$ cat config.mk
export PLATFORM = sky130hd
export DESIGN_NAME = seg_scan_driver
export DESIGN_NICKNAME = d
export VERILOG_FILES = /design/src/rtl/seg_pkg.sv /design/src/rtl/seg_decoder.sv /design/src/rtl/seg_scan_driver.sv
export SDC_FILE = /design/constraint.sdc
export NUM_CORES = 1
export LEC_CHECK = 0
export BUFFER_PORTS_ARGS = -buffer_cell sky130_fd_sc_hd__clkbuf_2
export CELL_PAD_IN_SITES_DETAIL_PLACEMENT = 0
export CELL_PAD_IN_SITES_GLOBAL_PLACEMENT = 1
export CORE_MARGIN = 4
export CORE_UTILIZATION = 45
export DETAILED_ROUTE_END_ITERATION = 10
export MAX_ROUTING_LAYER = met4
export PLACE_DENSITY_LB_ADDON = 0.12
export SETUP_SLACK_MARGIN = 0.1
export SLEW_MARGIN = 5
export SYNTH_ARGS = -nofsm -noshare
export SYNTH_HDL_FRONTEND = slang
export SYNTH_HIERARCHICAL = 1
export SYNTH_SLANG_ARGS = --single-unit
$ cat constraint.sdc
create_clock -name CLK100MHZ -period 3.5 [get_ports CLK100MHZ]
set_clock_uncertainty 0.1 [all_clocks]
set_input_delay 0.175 -clock CLK100MHZ [delete_from_list [all_inputs] [get_ports CLK100MHZ]]
set_output_delay 0.175 -clock CLK100MHZ [all_outputs]
set_load 0.03 [all_outputs]
$ cat src/rtl/seg_pkg.sv
`default_nettype none
// ============================================================================
// Package  : seg_pkg
// Summary  : Shared constants and helpers for the seven-segment scan path:
//            blank pattern, digit glyphs (active-high, bit0 = segment a) and
//            the slot-index width helper.
// Revision : 1.0 - initial release
// ============================================================================
package seg_pkg;

  // All segments and the decimal point off (pins are active-low)
  localparam logic [7:0] SEG_OFF = 8'hFF;

  // Active-high glyphs, bit order g..a
  localparam logic [6:0] SEG_PAT_0 = 7'h3F;
  localparam logic [6:0] SEG_PAT_1 = 7'h06;
  localparam logic [6:0] SEG_PAT_2 = 7'h5B;
  localparam logic [6:0] SEG_PAT_3 = 7'h4F;
  localparam logic [6:0] SEG_PAT_4 = 7'h66;
  localparam logic [6:0] SEG_PAT_5 = 7'h6D;
  localparam logic [6:0] SEG_PAT_6 = 7'h7D;
  localparam logic [6:0] SEG_PAT_7 = 7'h07;
  localparam logic [6:0] SEG_PAT_8 = 7'h7F;
  localparam logic [6:0] SEG_PAT_9 = 7'h6F;
  localparam logic [6:0] SEG_PAT_A = 7'h77;
  localparam logic [6:0] SEG_PAT_B = 7'h7C;
  localparam logic [6:0] SEG_PAT_C = 7'h39;
  localparam logic [6:0] SEG_PAT_D = 7'h5E;
  localparam logic [6:0] SEG_PAT_E = 7'h79;
  localparam logic [6:0] SEG_PAT_F = 7'h71;

  // Middle bar only: shown for 10..15 in decimal mode
  localparam logic [6:0] SEG_DASH = 7'h40;

  // Width of a slot index; a single-digit display still needs one bit
  function automatic int slot_width(input int num_digits);
    return (num_digits > 1) ? $clog2(num_digits) : 1;
  endfunction

endpackage
`default_nettype wire

$ cat src/rtl/seg_decoder.sv
`default_nettype none
// ============================================================================
// Module   : seg_decoder
// Summary  : Combinational nibble to seven-segment decoder. Produces the
//            active-low g..a pattern; hex_mode selects A-F glyphs, otherwise
//            values 10..15 render as a dash.
// Revision : 1.0 - initial release
// ============================================================================
module seg_decoder
  import seg_pkg::*;
(
  input  logic [3:0] nibble,
  input  logic       hex_mode,
  output logic [6:0] seg_n
);

  logic [6:0] pat;

  // Glyph lookup in active-high form, inverted once at the output
  always_comb begin
    pat = SEG_DASH;
    case (nibble)
      4'h0:    pat = SEG_PAT_0;
      4'h1:    pat = SEG_PAT_1;
      4'h2:    pat = SEG_PAT_2;
      4'h3:    pat = SEG_PAT_3;
      4'h4:    pat = SEG_PAT_4;
      4'h5:    pat = SEG_PAT_5;
      4'h6:    pat = SEG_PAT_6;
      4'h7:    pat = SEG_PAT_7;
      4'h8:    pat = SEG_PAT_8;
      4'h9:    pat = SEG_PAT_9;
      4'hA:    pat = hex_mode ? SEG_PAT_A : SEG_DASH;
      4'hB:    pat = hex_mode ? SEG_PAT_B : SEG_DASH;
      4'hC:    pat = hex_mode ? SEG_PAT_C : SEG_DASH;
      4'hD:    pat = hex_mode ? SEG_PAT_D : SEG_DASH;
      4'hE:    pat = hex_mode ? SEG_PAT_E : SEG_DASH;
      4'hF:    pat = hex_mode ? SEG_PAT_F : SEG_DASH;
      default: pat = SEG_DASH;
    endcase
  end

  assign seg_n = ~pat;

endmodule
`default_nettype wire

$ cat src/rtl/seg_scan_driver.sv
`default_nettype none
// ============================================================================
// Module   : seg_scan_driver
// Summary  : Multiplexed N-digit seven-segment scan driver. Double-buffered
//            digit data captured only at frame boundaries (load/load_ack),
//            hex/decimal decode, per-digit blank and decimal point, PWM
//            brightness with a one-cycle dead time at every slot start.
// Revision : 1.0 - initial release
// ============================================================================
module seg_scan_driver
  import seg_pkg::*;
#(
  parameter int NUM_DIGITS = 4,
  parameter int SCAN_DIV   = 100000,
  parameter int PWM_W      = 8
) (
  input  logic                    CLK100MHZ,
  input  logic                    RESET_BTN,
  input  logic [4*NUM_DIGITS-1:0] digits_in,
  input  logic [NUM_DIGITS-1:0]   dp_in,
  input  logic [NUM_DIGITS-1:0]   blank_in,
  input  logic                    hex_mode,
  input  logic                    load,
  output logic                    load_ack,
  input  logic [PWM_W-1:0]        pwm_in,
  output logic [7:0]              SevenSegment,
  output logic [NUM_DIGITS-1:0]   SegmentDrivers,
  output logic                    scan_tick
);

  localparam int SLOT_W   = slot_width(NUM_DIGITS);
  localparam int PS_W_MIN = (SCAN_DIV > 1) ? $clog2(SCAN_DIV) : 1;
  // The prescaler must be at least PWM_W wide so its low bits can serve
  // directly as the PWM counter.
  localparam int PS_W     = (PS_W_MIN > PWM_W) ? PS_W_MIN : PWM_W;

  localparam logic [PS_W-1:0]   PS_LAST   = PS_W'(SCAN_DIV - 1);
  localparam logic [SLOT_W-1:0] SLOT_LAST = SLOT_W'(NUM_DIGITS - 1);

  // Scan timing state
  logic [PS_W-1:0]         prescaler_q, prescaler_d;
  logic [SLOT_W-1:0]       slot_q, slot_d;
  logic [PWM_W-1:0]        pwm_q, pwm_d;

  // Shadow (displayed) copy of the requester's data
  logic [4*NUM_DIGITS-1:0] digits_q, digits_d;
  logic [NUM_DIGITS-1:0]   dp_q, dp_d;
  logic [NUM_DIGITS-1:0]   blank_q, blank_d;
  logic                    hex_q, hex_d;

  // Registered pin drive
  logic [7:0]              seg_q, seg_d;
  logic [NUM_DIGITS-1:0]   drv_q, drv_d;

  // Per-cycle decode of the current slot
  logic                    slot_end;
  logic                    frame_end;
  logic                    capture;
  logic [3:0]              cur_digit;
  logic                    cur_dp;
  logic                    cur_blank;
  logic [NUM_DIGITS-1:0]   drv_sel_n;
  logic [6:0]              glyph_n;
  logic [PWM_W-1:0]        pwm_cnt;
  logic                    drive_en;

  assign slot_end  = (prescaler_q == PS_LAST);
  assign frame_end = slot_end && (slot_q == SLOT_LAST);
  assign capture   = load && frame_end;

  assign load_ack  = capture;
  assign scan_tick = slot_end;

  // Prescaler/slot advance; brightness is latched as each slot begins
  always_comb begin
    prescaler_d = prescaler_q + PS_W'(1);
    slot_d      = slot_q;
    pwm_d       = pwm_q;
    if (slot_end) begin
      prescaler_d = '0;
      pwm_d       = pwm_in;
      if (slot_q == SLOT_LAST) begin
        slot_d = '0;
      end else begin
        slot_d = slot_q + SLOT_W'(1);
      end
    end
  end

  // Shadow registers only change at the frame boundary, so a frame never tears
  always_comb begin
    digits_d = digits_q;
    dp_d     = dp_q;
    blank_d  = blank_q;
    hex_d    = hex_q;
    if (capture) begin
      digits_d = digits_in;
      dp_d     = dp_in;
      blank_d  = blank_in;
      hex_d    = hex_mode;
    end
  end

  // Select the active slot's digit data and its active-low driver bit
  always_comb begin
    cur_digit = '0;
    cur_dp    = 1'b0;
    cur_blank = 1'b1;
    drv_sel_n = '1;
    for (int i = 0; i < NUM_DIGITS; i++) begin
      if (slot_q == SLOT_W'(i)) begin
        cur_digit    = digits_q[4*i +: 4];
        cur_dp       = dp_q[i];
        cur_blank    = blank_q[i];
        drv_sel_n[i] = 1'b0;
      end
    end
  end

  seg_decoder u_decoder (
    .nibble   (cur_digit),
    .hex_mode (hex_q),
    .seg_n    (glyph_n)
  );

  assign pwm_cnt = prescaler_q[PWM_W-1:0];

  // Prescaler 0 is the dead-time cycle separating adjacent digits
  assign drive_en = (prescaler_q != '0) && (pwm_cnt <= pwm_q) && !cur_blank;

  // Next pin values: lit digit when enabled, everything dark otherwise
  always_comb begin
    seg_d = SEG_OFF;
    drv_d = '1;
    if (drive_en) begin
      seg_d = {~cur_dp, glyph_n};
      drv_d = drv_sel_n;
    end
  end

  // State registers; reset leaves the display dark until the first load
  always_ff @(posedge CLK100MHZ or negedge RESET_BTN) begin
    if (!RESET_BTN) begin
      prescaler_q <= '0;
      slot_q      <= '0;
      pwm_q       <= '0;
      digits_q    <= '0;
      dp_q        <= '0;
      blank_q     <= '1;
      hex_q       <= 1'b0;
      seg_q       <= SEG_OFF;
      drv_q       <= '1;
    end else begin
      prescaler_q <= prescaler_d;
      slot_q      <= slot_d;
      pwm_q       <= pwm_d;
      digits_q    <= digits_d;
      dp_q        <= dp_d;
      blank_q     <= blank_d;
      hex_q       <= hex_d;
      seg_q       <= seg_d;
      drv_q       <= drv_d;
    end
  end

  assign SevenSegment   = seg_q;
  assign SegmentDrivers = drv_q;

endmodule
`default_nettype wire

==> qor.txt <==
Async S/R FF share, synth: 1.000
Slowest-stage cell, CP: dfrtp_1
Max-Cap Viols: 0
Kind of critical path: flip-flop to flip-flop
Fin cells: 511
Status: finished clean
Clk root buf: clkbuf_8
Pleak: 2.049 nW
R2r setup slk: 0.89 ns
Worst EP arrival: 2.79 ns
CP Data Required Time: 3.68 ns
Multi-input gate area: 0.001642 mm^2
Die Ht: 95.46 um
Combinational power share: 0.047
Filler cells: 636
Die area: 0.009113 mm^2
Diodes inserted: 0
Mux cell area share after synthesis: 0.1141
WL met2: 3.411 mm
Initial Utilization: 0.4695
Most frequent cells in the layout: 49 x clkbuf_2, 48 x dfrtp_1, 35 x nand2_1
Syn Std Cell Area: 0.003442 mm^2
Synth Area in Compound Gates: 0.09778
Synth Warn #: 6
CTS tree: done
Max Root-Sink Buffers: 2
Total internal power: 1.097 mW
Sw power: 292.7 uW
Global-route wire length before repair: 12.73 mm
Post-CTS Setup Inserts: 0
Post-CTS resize count: 0
P&R area growth vs syn: 24.35%
Peak supply drop: 0.2041 mV
Final core occ: 0.5839
DP Worst Slack: 0.8939 ns
Placement Cell Area: 0.003760 mm^2
Sequential cell area: 0.001622 mm^2
Simple-gate share of the synthesized area: 0.1741
Vias in the first global route: 2626
Worst hold slack: 0.2978 ns
CP Cell Sequence: inv_1 -> ha_1 -> nor2b_1 -> a22oi_1 -> nor2_1 -> a21oi_1 -> o21ai_0 -> buf_4 -> inv_2 -> mux2_4 -> o221ai_2 -> nor3_1 -> nand2_1
GRT Resource Usage Total: 0.1873
Max incr delay on CP: 0.37 ns
CTS sink cnt: 64
Drt via density: 5.076
Cell Pwr Density: 324.8 mW/mm^2
Routed length on met1: 3.666 mm
Largest family of logic cells by synthesized area: simple AND/OR/NAND/NOR gates
Highest clock rate: 383.1 MHz
Leading cell type in the layout, fill and taps excluded: clkbuf_2
Sequential Power Share: 0.533
Final hold violation count: 0
Cell variety after synth: 51
Final net count: 457
Post-Route WL: 7.466 mm
Largest net degree at the start of global routing: 41
Htree depth: 3
IO Port Bufs: 49
Dominant synthesized flop cell: dfrtp_1
Post-Synth XOR/XNOR Area: 0.03817
Rel. slew slack: 0.3562
Avg Cell Area, Syn: 10.66 um^2
Total gr overflow: 0
Setup violators final: 0
Die Width: 95.46 um
Worst-path clk slew: 0.07 ns
Part of the cycle the worst path needs: 0.7459
Post-Synth Adder-Cell Area: 0.05089
Pins Over Slew Limit: 0
Type of origin of the critical path: flip-flop
Finished Cell Area: 0.004280 mm^2
Met3 wire length: 325 um
Initial DRC count: 89
CP Capture Type: flip-flop
Crit Path Max Fanout: 14
CORE AREA: 0.007331 mm^2
Register bit count reported by yosys: 64
TNS Setup: 0 ns
Sw Share: 0.2105
Row count: 31
Initial antenna violation count: 0
HPWL Detailed: 5.136 mm
Top Layer Used: met4
Clock group share of total power: 0.420
First-pass detailed-route iteration total: 4
Pwr Total: 1.390 mW
Least-Margin Pin Slew: 0.9552 ns
EDFF count, synth: 0
Type of the worst min-delay path: primary input to async pin
GP Congestion: 0.8054
TritonCTS buffer count: 9
I/O pins: 50
Syn Inst Count: 323
Antenna viol nets, final: 0
DP Cell Count: 461
DRC violations left: 0
Wire per inst: 14.61 um
Layout cells sized above 1: 0.2985
Post-synthesis sequential area ratio: 0.4711
RSZ-0062 raised after global routing: no
Clk Latency, worst-skew pair: 0.33 ns
Fin worst setup slack: 0.8895 ns
Via count: 2594
Fin crit period: 2.611 ns
Mapped Nets: 373
[worst paths after layout]
kind / from / to / cells past startpoint
worst max-delay path: slot_q[1] / SevenSegment[3] / 13
worst min-delay path: RESET_BTN / hex_q / 2
worst max register to register: slot_q[1] / SevenSegment[3] / 13
worst min register to register: dp_q[3] / dp_q[3] / 1
max in group asynchronous: RESET_BTN / blank_q[1] / 3
min in group CLK100MHZ: dp_q[3] / dp_q[3] / 1
[synth_stat cells (all sizes together) (5+ instances only)]
| cell | count | area (um^2) |
|---|---|---|
| xnor2 | 10 | 87.58 |
| ha | 14 | 175.2 |
| nand3 | 8 | 52.55 |
| inv | 18 | 67.56 |
| xor2 | 5 | 43.79 |
| clkbuf | 6 | 25.02 |
| nor3 | 16 | 90.09 |
| nor2 | 18 | 67.56 |
| nor2b | 9 | 56.30 |
| buf | 12 | 92.58 |
| dfstp | 16 | 420.4 |
| a21oi | 11 | 55.05 |
| nand4 | 11 | 68.82 |
| dfrtp | 48 | 1201 |
| a22oi | 5 | 37.54 |
| o21ai | 17 | 85.08 |
| mux2 | 27 | 382.9 |
| nand2 | 36 | 137.6 |
[layout make-up]
type                       count  area share
clock buffer                  16     0.04209
inverter                      18     0.01578
multi-input combinational    223      0.3835
sequential                    64      0.3788
tap                           99     0.02894
timing repair buffer          91      0.1508
[kinds of logic after synthesis]
| family | count (synthesis) |
|---|---|
| mux | 28 |
| fa+ha+maj | 14 |
| buf+inv | 36 |
| simple gates | 116 |
| flops | 64 |
| compound gates | 50 |
| xor+xnor | 15 |
[per-layer routing]
metal | vias up | GRT usage
li1 | 1298 | -
met1 | 1237 | 0.2569
met2 | 53 | 0.2845
met3 | 6 | 0.02841
met4 | 0 | 0.06398
met5 | - | -
[what timing repair did]
action / CTS / global route
hold buffers: 34 / 0
endpoints found under the hold margin: 49 / 0
endpoints found under the setup margin: 0 / 0
[sequential cells by signal, indices dropped and copies added, names as in the netlist]
| register | cells |
|---|---|
| SegmentDrivers | 4 |
| hex_q | 1 |
| digits_q | 16 |
| slot_q | 2 |
| dp_q | 4 |
| prescaler_q | 17 |
| pwm_q | 8 |
| blank_q | 4 |
| SevenSegment | 8 |
[worst max-delay path, delay by kind of cell, from the launching register on]
| kind | cells | cell delay, ns |
|---|---|---|
| mux | 1 | 0.30 |
| flops | 1 | 0.37 |
| simple gates | 4 | 0.60 |
| fa+ha+maj | 1 | 0.29 |
| buf+inv | 3 | 0.39 |
| compound gates | 4 | 0.50 |
[power by group through the flow]
stage | sequential, mW | clock, mW | combinational, mW
after floorplan | 0.754 | 0 | 0.000755
after global placement | 0.754 | 0 | 0.0361
after detailed placement | 0.754 | 0 | 0.0367
after CTS | 0.740 | 0.604 | 0.0661
after global routing | 0.740 | 0.640 | 0.0735
final | 0.741 | 0.584 | 0.0651
No activity file was read; power rests on OpenSTA's default activity.
